===== src/rtl/segment_pkg.sv =====
// segment_pkg: motion record layout, MotionSegment type and state-byte codes.
package segment_pkg;
  localparam int MOTORS = 8;
  localparam int MAX_MOVE_STEP_BITS = 16;
  localparam int AUX_BITS = 16;
  localparam int REG_BITS = 2 * MAX_MOVE_STEP_BITS;
  localparam logic [7:0] STATE_EMPTY = 8'd0;
  localparam logic [7:0] STATE_FILLED = 8'd1;
  localparam logic [7:0] STATE_EXIT = 8'd2;
  // Declared MSB-first so that direction_bits lands on the LSBs, matching the record order.
  typedef struct packed {
    logic [MOTORS-1:0][REG_BITS-1:0] fractions;
    logic [REG_BITS-1:0] travel_delay_cycles;
    logic [REG_BITS-1:0] hires_accel_cycles;
    logic [REG_BITS-1:0] accel_series_index;
    logic [AUX_BITS-1:0] aux;
    logic [MAX_MOVE_STEP_BITS-1:0] loops_decel;
    logic [MAX_MOVE_STEP_BITS-1:0] loops_travel;
    logic [MAX_MOVE_STEP_BITS-1:0] loops_accel;
    logic [MOTORS-1:0] direction_bits;
  } motion_segment_t;
  localparam int SEG_W = $bits(motion_segment_t);
  localparam int OFF_STATE = 0;
  localparam int OFF_DIR = 8;
  localparam int OFF_LOOPS_ACCEL = OFF_DIR + MOTORS;
  localparam int OFF_LOOPS_TRAVEL = OFF_LOOPS_ACCEL + MAX_MOVE_STEP_BITS;
  localparam int OFF_LOOPS_DECEL = OFF_LOOPS_TRAVEL + MAX_MOVE_STEP_BITS;
  localparam int OFF_AUX = OFF_LOOPS_DECEL + MAX_MOVE_STEP_BITS;
  localparam int OFF_ACCEL_IDX = OFF_AUX + AUX_BITS;
  localparam int OFF_HIRES = OFF_ACCEL_IDX + REG_BITS;
  localparam int OFF_TRAVEL_DELAY = OFF_HIRES + REG_BITS;
  localparam int OFF_FRAC = OFF_TRAVEL_DELAY + REG_BITS;
  function automatic int record_bytes(input int motors, input int step_bits, input int aux_bits);
    return (8 + motors + 3 * step_bits + aux_bits + (3 + motors) * 2 * step_bits + 7) / 8;
  endfunction
endpackage


===== src/rtl/segment_unpack.sv =====
// segment_unpack: slices a packed motion record into its state byte and MotionSegment.
module segment_unpack
  import segment_pkg::*;
#(
  parameter int REC_W = 432
) (
  input  logic [REC_W-1:0] record_i,
  output logic [7:0]       state_o,
  output motion_segment_t  seg_o
);
  assign state_o = record_i[OFF_STATE +: 8];
  assign seg_o.direction_bits = record_i[OFF_DIR +: MOTORS];
  assign seg_o.loops_accel = record_i[OFF_LOOPS_ACCEL +: MAX_MOVE_STEP_BITS];
  assign seg_o.loops_travel = record_i[OFF_LOOPS_TRAVEL +: MAX_MOVE_STEP_BITS];
  assign seg_o.loops_decel = record_i[OFF_LOOPS_DECEL +: MAX_MOVE_STEP_BITS];
  assign seg_o.aux = record_i[OFF_AUX +: AUX_BITS];
  assign seg_o.accel_series_index = record_i[OFF_ACCEL_IDX +: REG_BITS];
  assign seg_o.hires_accel_cycles = record_i[OFF_HIRES +: REG_BITS];
  assign seg_o.travel_delay_cycles = record_i[OFF_TRAVEL_DELAY +: REG_BITS];
  for (genvar m = 0; m < MOTORS; m++) begin : g_frac
    assign seg_o.fractions[m] = record_i[OFF_FRAC + m * REG_BITS +: REG_BITS];
  end
endmodule


===== src/rtl/segment_sequencer.sv =====
// segment_sequencer: pulls motion records from the Fifo, decodes them and offers
// segments to the StepEngine over valid/ready, tracking completion and error flags.
module segment_sequencer #(
  parameter int MOTORS = segment_pkg::MOTORS,
  parameter int MAX_MOVE_STEP_BITS = segment_pkg::MAX_MOVE_STEP_BITS,
  parameter int AUX_BITS = segment_pkg::AUX_BITS,
  parameter int RECORD_SIZE_BYTES = 54
) (
  input  logic                              clk,
  input  logic                              rst,
  input  logic                              enable_i,
  input  logic                              abort_i,
  input  logic                              fifo_available_i,
  output logic                              fifo_request_o,
  input  logic                              fifo_record_ready_i,
  input  logic [RECORD_SIZE_BYTES*8-1:0]    fifo_record_i,
  output logic                              seg_valid_o,
  input  logic                              seg_ready_i,
  output logic [segment_pkg::SEG_W-1:0]     seg_data_o,
  input  logic                              engine_busy_i,
  output logic                              finished_o,
  output logic                              underrun_o,
  output logic                              protocol_error_o,
  output logic [31:0]                       segments_done_o
);
  import segment_pkg::*;
  if (RECORD_SIZE_BYTES < record_bytes(MOTORS, MAX_MOVE_STEP_BITS, AUX_BITS)) begin : g_size_err
    $error("RECORD_SIZE_BYTES is too small for the motion record layout");
  end
  if (MOTORS != segment_pkg::MOTORS || MAX_MOVE_STEP_BITS != segment_pkg::MAX_MOVE_STEP_BITS ||
      AUX_BITS != segment_pkg::AUX_BITS) begin : g_layout_err
    $error("segment parameters disagree with segment_pkg");
  end
  localparam logic [2:0] S_IDLE = 3'd0;
  localparam logic [2:0] S_FETCH = 3'd1;
  localparam logic [2:0] S_WAIT = 3'd2;
  localparam logic [2:0] S_DECODE = 3'd3;
  localparam logic [2:0] S_OFFER = 3'd4;
  localparam logic [2:0] S_DRAIN = 3'd5;
  localparam logic [2:0] S_HALT = 3'd6;
  logic [2:0] state_q, state_d;
  logic [7:0] rec_state_q, rec_state_d, rec_state;
  motion_segment_t seg_q, seg_d, seg_unpacked;
  logic finished_q, finished_d, underrun_q, underrun_d, perr_q, perr_d;
  logic [31:0] done_q, done_d;
  logic xfer, latch, decoding, halt_clear, stray;
  segment_unpack #(.REC_W(RECORD_SIZE_BYTES * 8)) u_unpack (
    .record_i(fifo_record_i),
    .state_o (rec_state),
    .seg_o   (seg_unpacked)
  );
  always_comb begin
    xfer = state_q == S_OFFER && seg_ready_i;
    latch = state_q == S_WAIT && fifo_record_ready_i && !abort_i;
    decoding = state_q == S_DECODE && !abort_i;
    halt_clear = state_q == S_HALT && abort_i;
    stray = fifo_record_ready_i && state_q != S_WAIT && state_q != S_DRAIN;
    fifo_request_o = state_q == S_FETCH && fifo_available_i && !abort_i;
    state_d = state_q;
    case (state_q)
      S_IDLE:   state_d = enable_i ? S_FETCH : S_IDLE;
      S_FETCH:  state_d = fifo_available_i ? S_WAIT : enable_i ? S_FETCH : S_IDLE;
      S_WAIT:   state_d = fifo_record_ready_i ? S_DECODE : S_WAIT;
      S_DECODE: state_d = rec_state_q == STATE_FILLED ? S_OFFER : S_HALT;
      S_OFFER:  state_d = !seg_ready_i ? S_OFFER : enable_i ? S_FETCH : S_IDLE;
      S_DRAIN:  state_d = fifo_record_ready_i ? S_IDLE : S_DRAIN;
      S_HALT:   state_d = S_HALT;
      default:  state_d = S_IDLE;
    endcase
    // An outstanding request must still be drained before going idle.
    if (abort_i)
      state_d = (state_q == S_WAIT || state_q == S_DRAIN) && !fifo_record_ready_i ? S_DRAIN : S_IDLE;
    rec_state_d = latch ? rec_state : rec_state_q;
    seg_d = latch ? seg_unpacked : seg_q;
    finished_d = (finished_q && !halt_clear) || (decoding && rec_state_q == STATE_EXIT);
    perr_d = (perr_q && !halt_clear) || stray ||
             (decoding && rec_state_q != STATE_FILLED && rec_state_q != STATE_EXIT);
    underrun_d = underrun_q || (state_q == S_FETCH && enable_i && !fifo_available_i &&
                                !engine_busy_i && done_q != '0);
    done_d = xfer && done_q != '1 ? done_q + 32'd1 : done_q;
  end
  always_ff @(posedge clk) begin
    if (!rst) begin
      state_q <= S_IDLE;
      rec_state_q <= STATE_EMPTY;
      seg_q <= '0;
      finished_q <= 1'b0;
      underrun_q <= 1'b0;
      perr_q <= 1'b0;
      done_q <= '0;
    end else begin
      state_q <= state_d;
      rec_state_q <= rec_state_d;
      seg_q <= seg_d;
      finished_q <= finished_d;
      underrun_q <= underrun_d;
      perr_q <= perr_d;
      done_q <= done_d;
    end
  end
  assign seg_valid_o = state_q == S_OFFER;
  assign seg_data_o = seg_q;
  assign finished_o = finished_q;
  assign underrun_o = underrun_q;
  assign protocol_error_o = perr_q;
  assign segments_done_o = done_q;
endmodule


===== config.mk =====
export PLATFORM = sky130hd
export DESIGN_NAME = segment_sequencer
export DESIGN_NICKNAME = d
export VERILOG_FILES = /design/src/rtl/segment_pkg.sv /design/src/rtl/segment_unpack.sv /design/src/rtl/segment_sequencer.sv
export SDC_FILE = /design/constraint.sdc
export NUM_CORES = 1
export LEC_CHECK = 0
export ABC_AREA = 1
export ABC_CLOCK_PERIOD_IN_PS = 1750
export CORE_AREA = 2 2 350 352
export CTS_CLUSTER_DIAMETER = 120
export DETAILED_ROUTE_END_ITERATION = 12
export DIE_AREA = 0 0 352 354
export DONT_BUFFER_PORTS = 1
export PLACE_DENSITY_LB_ADDON = 0.3
export SETUP_SLACK_MARGIN = 0.3
export SYNTH_ARGS = -nofsm -noshare
export SYNTH_HDL_FRONTEND = slang
export SYNTH_HIERARCHICAL = 1
export SYNTH_SLANG_ARGS = --single-unit

===== constraint.sdc =====
create_clock -name clk -period 1.75 [get_ports clk]
set_input_delay 0.35 -clock clk [delete_from_list [all_inputs] [get_ports clk]]
set_output_delay 0.35 -clock clk [all_outputs]
set_load 0.05 [all_outputs]

==> results of run 1 <==
-- layout by cell type, fill, tap and decap left out, drive strengths merged, types with 6 or more instances in the layout --
cell type and n:
o21ai 439, nand3 39, clkinv 13, nor3 7, dfxtp 470, nand2 127
buf 281, nor2 113, diode 8, clkbuf 133, inv 472, nand4 12
a21oi 459, bufinv 6, dlygate4sd3 418
-- repair_timing --
| action | in CTS | in global routing |
|---|---|---|
| endpoints found under the setup margin | 849 | 923 |
| endpoints found under the hold margin | 420 | 83 |
| hold buffers | 384 | 34 |
| buffers inserted | 37 | 44 |
| cloned | 33 | 80 |
| pin swaps | 17 | 160 |
| gates resized for setup | 1129 | 1236 |
-- cells by family after synthesis --
kind of cell | share of synthesized area
buffers and inverters | 0.271
AO/OA/AOI/OAI | 0.217
flip-flops | 0.449
AND/OR/NAND/NOR | 0.0609
XOR/XNOR | 0.000836
adder cells (fa/ha/maj) | 0.00119
-- flip-flops by register name, indices dropped and copies added, names as in the netlist --
signal            flops
seg_data_o          424
segments_done_o      32
rec_state_q           8
state_q               3
finished_o            1
protocol_error_o      1
underrun_o            1
-- stage by stage --
step           setup slack (ps)  total power (W)
2_1_floorplan               196           0.0123
3_3_place_gp              -44.1           0.0117
3_5_place_dp               50.1           0.0117
4_1_cts                    -276           0.0241
5_1_grt                    -286           0.0252
6_report                  -2370           0.0247
-- final cells by class --
type                       count  area (um2)
inverter                     473        1780
multi-input combinational   1209        9480
antenna                        8        20.0
clock inverter                23         282
tap                         1625        2030
clock buffer                  74        1570
fill                       12100       84600
sequential                   470       11100
timing repair buffer         759       10100
-- Yosys cell counts --
| library cell | number | share of area |
|---|---|---|
| sky130_fd_sc_hd__o2111ai_1 | 2 | 0.00084 |
| sky130_fd_sc_hd__nor3_1 | 6 | 0.0014 |
| sky130_fd_sc_hd__xor2_1 | 2 | 0.00084 |
| sky130_fd_sc_hd__ha_1 | 2 | 0.0012 |
| sky130_fd_sc_hd__a31o_2 | 1 | 0.00042 |
| sky130_fd_sc_hd__a21o_1 | 1 | 0.00036 |
| sky130_fd_sc_hd__nand3b_1 | 2 | 0.00072 |
| sky130_fd_sc_hd__nand2_2 | 2 | 0.00060 |
| sky130_fd_sc_hd__nand4_1 | 11 | 0.0033 |
| sky130_fd_sc_hd__o211ai_1 | 1 | 0.00036 |
| sky130_fd_sc_hd__clkbuf_1 | 95 | 0.017 |
| sky130_fd_sc_hd__inv_2 | 4 | 0.00072 |
| sky130_fd_sc_hd__nand3_2 | 1 | 0.00048 |
| sky130_fd_sc_hd__buf_1 | 4 | 0.00072 |
| sky130_fd_sc_hd__buf_6 | 3 | 0.0016 |
| sky130_fd_sc_hd__o21ai_1 | 86 | 0.021 |
| sky130_fd_sc_hd__inv_1 | 466 | 0.084 |
| sky130_fd_sc_hd__nand4_4 | 1 | 0.0010 |
| sky130_fd_sc_hd__dfxtp_1 | 470 | 0.45 |
| sky130_fd_sc_hd__o21ai_0 | 353 | 0.084 |
| sky130_fd_sc_hd__nor2_2 | 4 | 0.0012 |
| sky130_fd_sc_hd__buf_2 | 49 | 0.012 |
| sky130_fd_sc_hd__nand3_1 | 38 | 0.0091 |
| sky130_fd_sc_hd__nor2_4 | 1 | 0.00054 |
| sky130_fd_sc_hd__nor4_1 | 1 | 0.00030 |
| sky130_fd_sc_hd__clkinv_1 | 3 | 0.00054 |
| sky130_fd_sc_hd__a21oi_1 | 459 | 0.11 |
| sky130_fd_sc_hd__a31oi_1 | 1 | 0.00030 |
| sky130_fd_sc_hd__buf_4 | 433 | 0.16 |
| sky130_fd_sc_hd__nand2_1 | 125 | 0.022 |
| sky130_fd_sc_hd__nor2_1 | 108 | 0.019 |
| sky130_fd_sc_hd__nor3_2 | 1 | 0.00048 |
-- power by group through the flow --
stage | Sequential [W] | Clock (W) | Combinational (W)
3_5_place_dp | 0.0112 | 0 | 0.000524
6_report | 0.0104 | 0.0121 | 0.00227
2_1_floorplan | 0.0112 | 0 | 0.00108
5_1_grt | 0.0104 | 0.0128 | 0.00214
3_3_place_gp | 0.0112 | 0 | 0.000518
4_1_cts | 0.0104 | 0.0123 | 0.00139
-- metal layers --
layer | track usage | routed length (um) | part of all wire
met1 | 0.149 | 37500 | 0.40
met2 | 0.195 | 45200 | 0.49
met3 | 0.0358 | 6780 | 0.073
met4 | 0.0388 | 3330 | 0.036
met5 | 0 | 45 | 0.00048
-- worst min-delay path by stage --
stage	endpoint	slack [ps]	cells past startpoint
2_1_floorplan	rec_state_q[6]	420	2
3_3_place_gp	rec_state_q[5]	440	2
3_5_place_dp	rec_state_q[6]	440	2
4_1_cts	seg_data_o[78]	-170	2
5_1_grt	seg_data_o[292]	-200	2
6_report	seg_data_o[292]	-150	2
==> out/results.md, run 1 <==
| Stage | Parameter | This run |
|---|---|---|
| outcome | Outcome | finished with violations |
| outcome | Failing checks | hold timing, slew limit, setup timing |
| worst setup path | Worst Path Max Fanout | 461 |
| placement | HPWL reported at the end of detailed placement | 51700 um |
| timing | Setup-failing EPs final | 319 |
| routing | Vias after detailed routing | 19100 |
| worst setup path | Crit path depth | 2 |
| pwr | Cell internal pwr | 0.0187 W |
| layout | Design area | 0.0364 mm2 |
| pwr | Combinational cell fraction of total power | 0.092 |
| timing | Aggregate negative setup slack | -258800 ps |
| floorplanning | Die width | 352 um |
| global routing | Gr usage total | 0.119 |
| yosys | Syn. warnings | 6 |
| pwr | Power per cell area | 679 mW/mm2 |
| timing | Final Max Slew Viols | 360 |
| pwr | Switching component of the power | 0.00600 W |
| worst setup path | Element type at the critical path start | primary input |
| worst setup path | CP max stage cell | sky130_fd_sc_hd__clkinv_1 |
| floorplanning | Chip height | 354 um |
| pwr | Sw Ratio | 0.243 |
| layout | Final design utilization | 0.301 |
| worst setup path | Type of element capturing the critical path | flip-flop |
| routing | Vias per cell | 4.12 |
| pwr | Worst ir drop on vdd | 644 uV |
| placement | # placed instances | 3924 |
| clock tree | Clk_lat worst skew | 620 ps |
| worst setup path | Register-to-Register Setup Slack | -210 ps |
| worst setup path | Buf/Inv on CP | 1 |
| timing | Clock period minus worst slack | 4120 ps |
| yosys | Post-Syn Area | 0.0209 mm2 |
| worst setup path | CP top delay family | buffers and inverters |
| routing | DRT Pass-1 Iters | 5 |
| timing | Worst Tran Pin Value | 4820 ps |
| timing | Remaining max-slew budget at the tightest pin | -2.21 |
| routing | Count of routing violations after the opening detailed-route iteration | 1190 |
| placement | Number of port buffers | 0 |
| clock tree | TritonCTS clock tree | built |
| floorplanning | Core box area | 0.121 mm2 |
| global routing | Maximum number of pins on one net before global-route repair | 462 |
| worst setup path | Chain of cells forming the critical path | clkinv_1 > a21oi_1 |
| worst setup path | Timing endpoint of the critical path | segments_done_o[10] |
| routing | Routed length per placed instance | 20.0 um |
| clock tree | CTS buffer count | 54 |
| clock tree | CTS sink cnt | 470 |
| floorplanning | Effective utilization at floorplan | 0.173 |
| floorplanning | Area of the die | 0.125 mm2 |
| global routing | Overall overflow remaining after global route | 0 |
| flow run | Max-capacitance violation count | 0 |
| routing | Number of remaining DRC errors | 0 |
| layout | NumNets Final | 3409 |
| worst setup path | Beginning of the critical path | rst |
| pwr | Clock share of power | 0.488 |
| routing | Number of nets still failing antenna checks after routing | 0 |
| floorplanning | Number of rows created at floorplan | 128 |
| pwr | Leakage power | 12.5 nW |
| yosys | Post-synthesis cell count | 2736 |
| worst setup path | Worst path max stage delay | 1640 ps |
| global routing | Via count of the first global-routing pass | 17500 |
| timing | RSZ-0062 raised after global routing | true |
| timing | Ratio of final minimum period to clock period | 2.35 |
| clock tree | Number of levels the H-tree was split into | 2 |
| yosys | Average cell area after synthesis | 7.66 um2 |
| worst setup path | R2r endpoint | seg_data_o[187] |
| worst setup path | Critical path arrival | 4630 ps |
| placement | Routability-driven placement congestion ratio | 0.822 |
| yosys | Sequential element share of the synthesized area | 0.449 |
| floorplanning | IO Count | 901 |
| worst setup path | Data required time of the worst path | 2260 ps |
| hold path | Worst hold-check path type | primary input to flip-flop |
| yosys | Syn_nets | 3178 |
| pwr | Sequential Power Share | 0.420 |
| worst setup path | Register-to-Register Path Depth | 10 |
| routing | Aggregate routed wire length | 92900 um |
| layout | Layout overhead on the synthesized area | 73.6% |
| clock tree | Cell chosen for the clock root | sky130_fd_sc_hd__clkbuf_16 |
| clock tree | Maximum clock path buffer count | 3 |
| timing | Maximum clock frequency | 243 MHz |
| timing | Hold slack final | -151 ps |
| hold path | Source of the worst hold timing path | rst |
| timing | Largest clock skew in the final design | 13.7 ps |
| worst setup path | Type of the setup path with the least slack | primary input to flip-flop |
| global routing | Antenna violations before repair | 9 |
| layout | Non-filler cells, final | 4641 |
| placement | Cell area after placement | 0.0205 mm2 |
| timing | Number of hold violations in the final report | 46 |
| layout | Fraction of final layout cells with drive strength greater than 1 | 0.532 |
| worst setup path | Worst r2r src | state_q[0] |
| global routing | First-pass GRT wire length | 114000 um |
| yosys | Number of distinct library cells after synthesis | 32 |
| clock tree | Clock transition at the registers of the reported paths | 60 ps |
| yosys | Register bit count reported by yosys | 470 |
| timing | Fin worst setup slack | -2370 ps |
Power figures use the tool's default switching activity.
==> inputs of run 2 (changes only) <==
--- a/config.mk
+++ b/config.mk
@@ -12,7 +12,6 @@
 export DETAILED_ROUTE_END_ITERATION = 12
 export DIE_AREA = 0 0 352 354
 export DONT_BUFFER_PORTS = 1
-export PLACE_DENSITY_LB_ADDON = 0.3
 export SETUP_SLACK_MARGIN = 0.3
 export SYNTH_ARGS = -nofsm -noshare
 export SYNTH_HDL_FRONTEND = slang
==> run 2 against run 1 <==
The flow still finishes with violations (hold timing, slew limit, setup timing). Die area did not move. Global-route usage rose by 1.0 points. Largest cell class is now non-clock buffers. Maximum frequency rose by 100%. Sequential power barely moved. Final area rose by 4.4%. Largest power group unchanged. Sequential share of layout area fell by 1.5 points.
==> out/results.md, run 2 (synthesized netlist as in run 1, its figures left out) <==
| Stage | Parameter | This run |
|---|---|---|
| outcome | Outcome | finished with violations |
| outcome | Failing checks | hold timing, slew limit, setup timing |
| timing | Final Max Slew Viols | 189 |
| timing | Hold slack final | -133 ps |
| clock tree | CTS sink cnt | 470 |
| timing | RSZ-0062 raised after global routing | true |
| routing | Aggregate routed wire length | 107000 um |
| worst setup path | Worst Path Max Fanout | 8 |
| global routing | Gr usage total | 0.130 |
| routing | DRT Pass-1 Iters | 5 |
| hold path | Worst hold-check path type | primary input to flip-flop |
| pwr | Power per cell area | 637 mW/mm2 |
| placement | Worst setup slack after placement | 49.4 ps |
| timing | Fin worst setup slack | -296 ps |
| routing | Number of remaining DRC errors | 0 |
| placement | Number of port buffers | 0 |
| timing | Clock period minus worst slack | 2050 ps |
| global routing | Maximum number of pins on one net before global-route repair | 462 |
| timing | Aggregate negative setup slack | -32800 ps |
| layout | Layout overhead on the synthesized area | 81.2% |
| routing | Vias after detailed routing | 20600 |
| floorplanning | Area of the die | 0.125 mm2 |
| global routing | Antenna violations before repair | 40 |
| global routing | First-pass GRT wire length | 122000 um |
| worst setup path | Type of element capturing the critical path | flip-flop |
| layout | Fraction of final layout cells with drive strength greater than 1 | 0.566 |
| flow run | Max-capacitance violation count | 0 |
| worst setup path | Beginning of the critical path | state_q[0] |
| worst setup path | Data required time of the worst path | 2260 ps |
| layout | Largest register FFs | 424 |
| pwr | Leakage power | 13.1 nW |
| floorplanning | Core box area | 0.121 mm2 |
| clock tree | Cell chosen for the clock root | sky130_fd_sc_hd__clkbuf_16 |
| timing | Ratio of final minimum period to clock period | 1.17 |
| routing | Routed length per placed instance | 22.6 um |
| routing | Count of routing violations after the opening detailed-route iteration | 1394 |
| worst setup path | Element type at the critical path start | flip-flop |
| timing | Largest clock skew in the final design | 32.6 ps |
| floorplanning | Die width | 352 um |
| worst setup path | Type of the setup path with the least slack | flip-flop to flip-flop |
| timing | Remaining max-slew budget at the tightest pin | -0.214 |
| floorplanning | Number of rows created at floorplan | 128 |
| global routing | Via count of the first global-routing pass | 18700 |
| layout | Most common cell after layout, fill and taps aside | sky130_fd_sc_hd__inv_1 |
| clock tree | Number of levels the H-tree was split into | 2 |
| worst setup path | Chain of cells forming the critical path | buf_4 > buf_6 > nor2_4 > nand4_4 > buf_12 > buf_16 > buf_16 > buf_12 > buf_16 > o21ai_2 > a21oi_1 |
| clock tree | Clock transition at the registers of the reported paths | 60 ps |
| floorplanning | Chip height | 354 um |
| timing | Worst Tran Pin Value | 1820 ps |
| hold path | Source of the worst hold timing path | rst |
| clock tree | Maximum clock path buffer count | 3 |
| layout | Total of fill cells in the finished design | 11500 |
| timing | Number of hold violations in the final report | 21 |
| floorplanning | Effective utilization at floorplan | 0.173 |
| worst setup path | Worst r2r src | state_q[0] |
| worst setup path | Critical Path Most Common Cell | sky130_fd_sc_hd__buf_16 |
| worst setup path | CP max stage cell | sky130_fd_sc_hd__dfxtp_4 |
| floorplanning | IO Count | 901 |
| timing | Maximum clock frequency | 489 MHz |
| pwr | Worst ir drop on vdd | 709 uV |
| routing | Number of nets still failing antenna checks after routing | 0 |
| layout | Top library cells by usage in the layout, fill and taps aside | sky130_fd_sc_hd__inv_1, sky130_fd_sc_hd__dlygate4sd3_1, sky130_fd_sc_hd__dfxtp_4 |
| placement | HPWL reported at the end of detailed placement | 56800 um |
| clock tree | TritonCTS clock tree | built |
| worst setup path | Worst path max stage delay | 350 ps |
| placement | Routability-driven placement congestion ratio | 0.920 |
| timing | Setup-failing EPs final | 366 |
| clock tree | CTS buffer count | 53 |
| global routing | Overall overflow remaining after global route | 0 |
| worst setup path | Critical path arrival | 2550 ps |
| layout | NumNets Final | 3492 |
| placement | # placed instances | 3965 |
| layout | Final design utilization | 0.314 |
| layout | Non-filler cells, final | 4730 |
| clock tree | Clk_lat worst skew | 660 ps |
| routing | Vias per cell | 4.36 |
==> run 2: through the flow <==
step / power [W] / area, um2
3_3_place_gp: 0.0117 / 20800
4_1_cts: 0.0235 / 30400
3_5_place_dp: 0.0117 / 20800
2_1_floorplan: 0.0123 / 21100
6_report: 0.0242 / 38000
5_1_grt: 0.0249 / 38000
==> run 2: worst paths after layout <==
check	to	slack [ps]	depth (start not counted)
max	seg_data_o[333]	-300	11
min	seg_data_o[119]	-130	2
max reg2reg	seg_data_o[333]	-300	11
min reg2reg	rec_state_q[2]	450	2
==> run 2: worst max-delay path: cells and delay by family (launching register included) <==
kind	cells	cell delay, ps
flops	1	350
simple gates	2	220
compound gates	2	270
buf+inv	7	1030
==> run 2: area by class of cell <==
cell class              instances  area [um2]  area share
inverters                     473        1780      0.0470
repair buffers                842       11200       0.295
diodes                         15        37.5    0.000989
clock inverters                18         219     0.00577
well taps                    1625        2030      0.0536
clock buffers                  77        1540      0.0405
flip-flops and latches        470       11000       0.290
multi-input cells            1210       10200       0.268
==> run 2: routing by layer <==
layer  wire length, um  part of all wire  vias to the layer above  global-route usage
met5               294            0.0027                        -                   0
met4              7970             0.074                       36              0.0759
met3             12100              0.11                      470              0.0682
met2             49300              0.46                     1188               0.200
met1             37400              0.35                     9927               0.142
li1                  -                 -                     8986                   -
==> run 2: repair_timing <==
action	CTS	global route
buffers inserted	50	79
gates cloned	23	83
endpoints found under the setup margin	732	929
hold buffers	398	22
endpoints found under the hold margin	449	44
gates resized for setup	1230	1411
pin swaps	28	200
==> run 2: power by group <==
group,switching [W],internal [W]
Clock,0.00498,0.00656
Sequential,0.000222,0.0102
Combinational,0.000958,0.00130
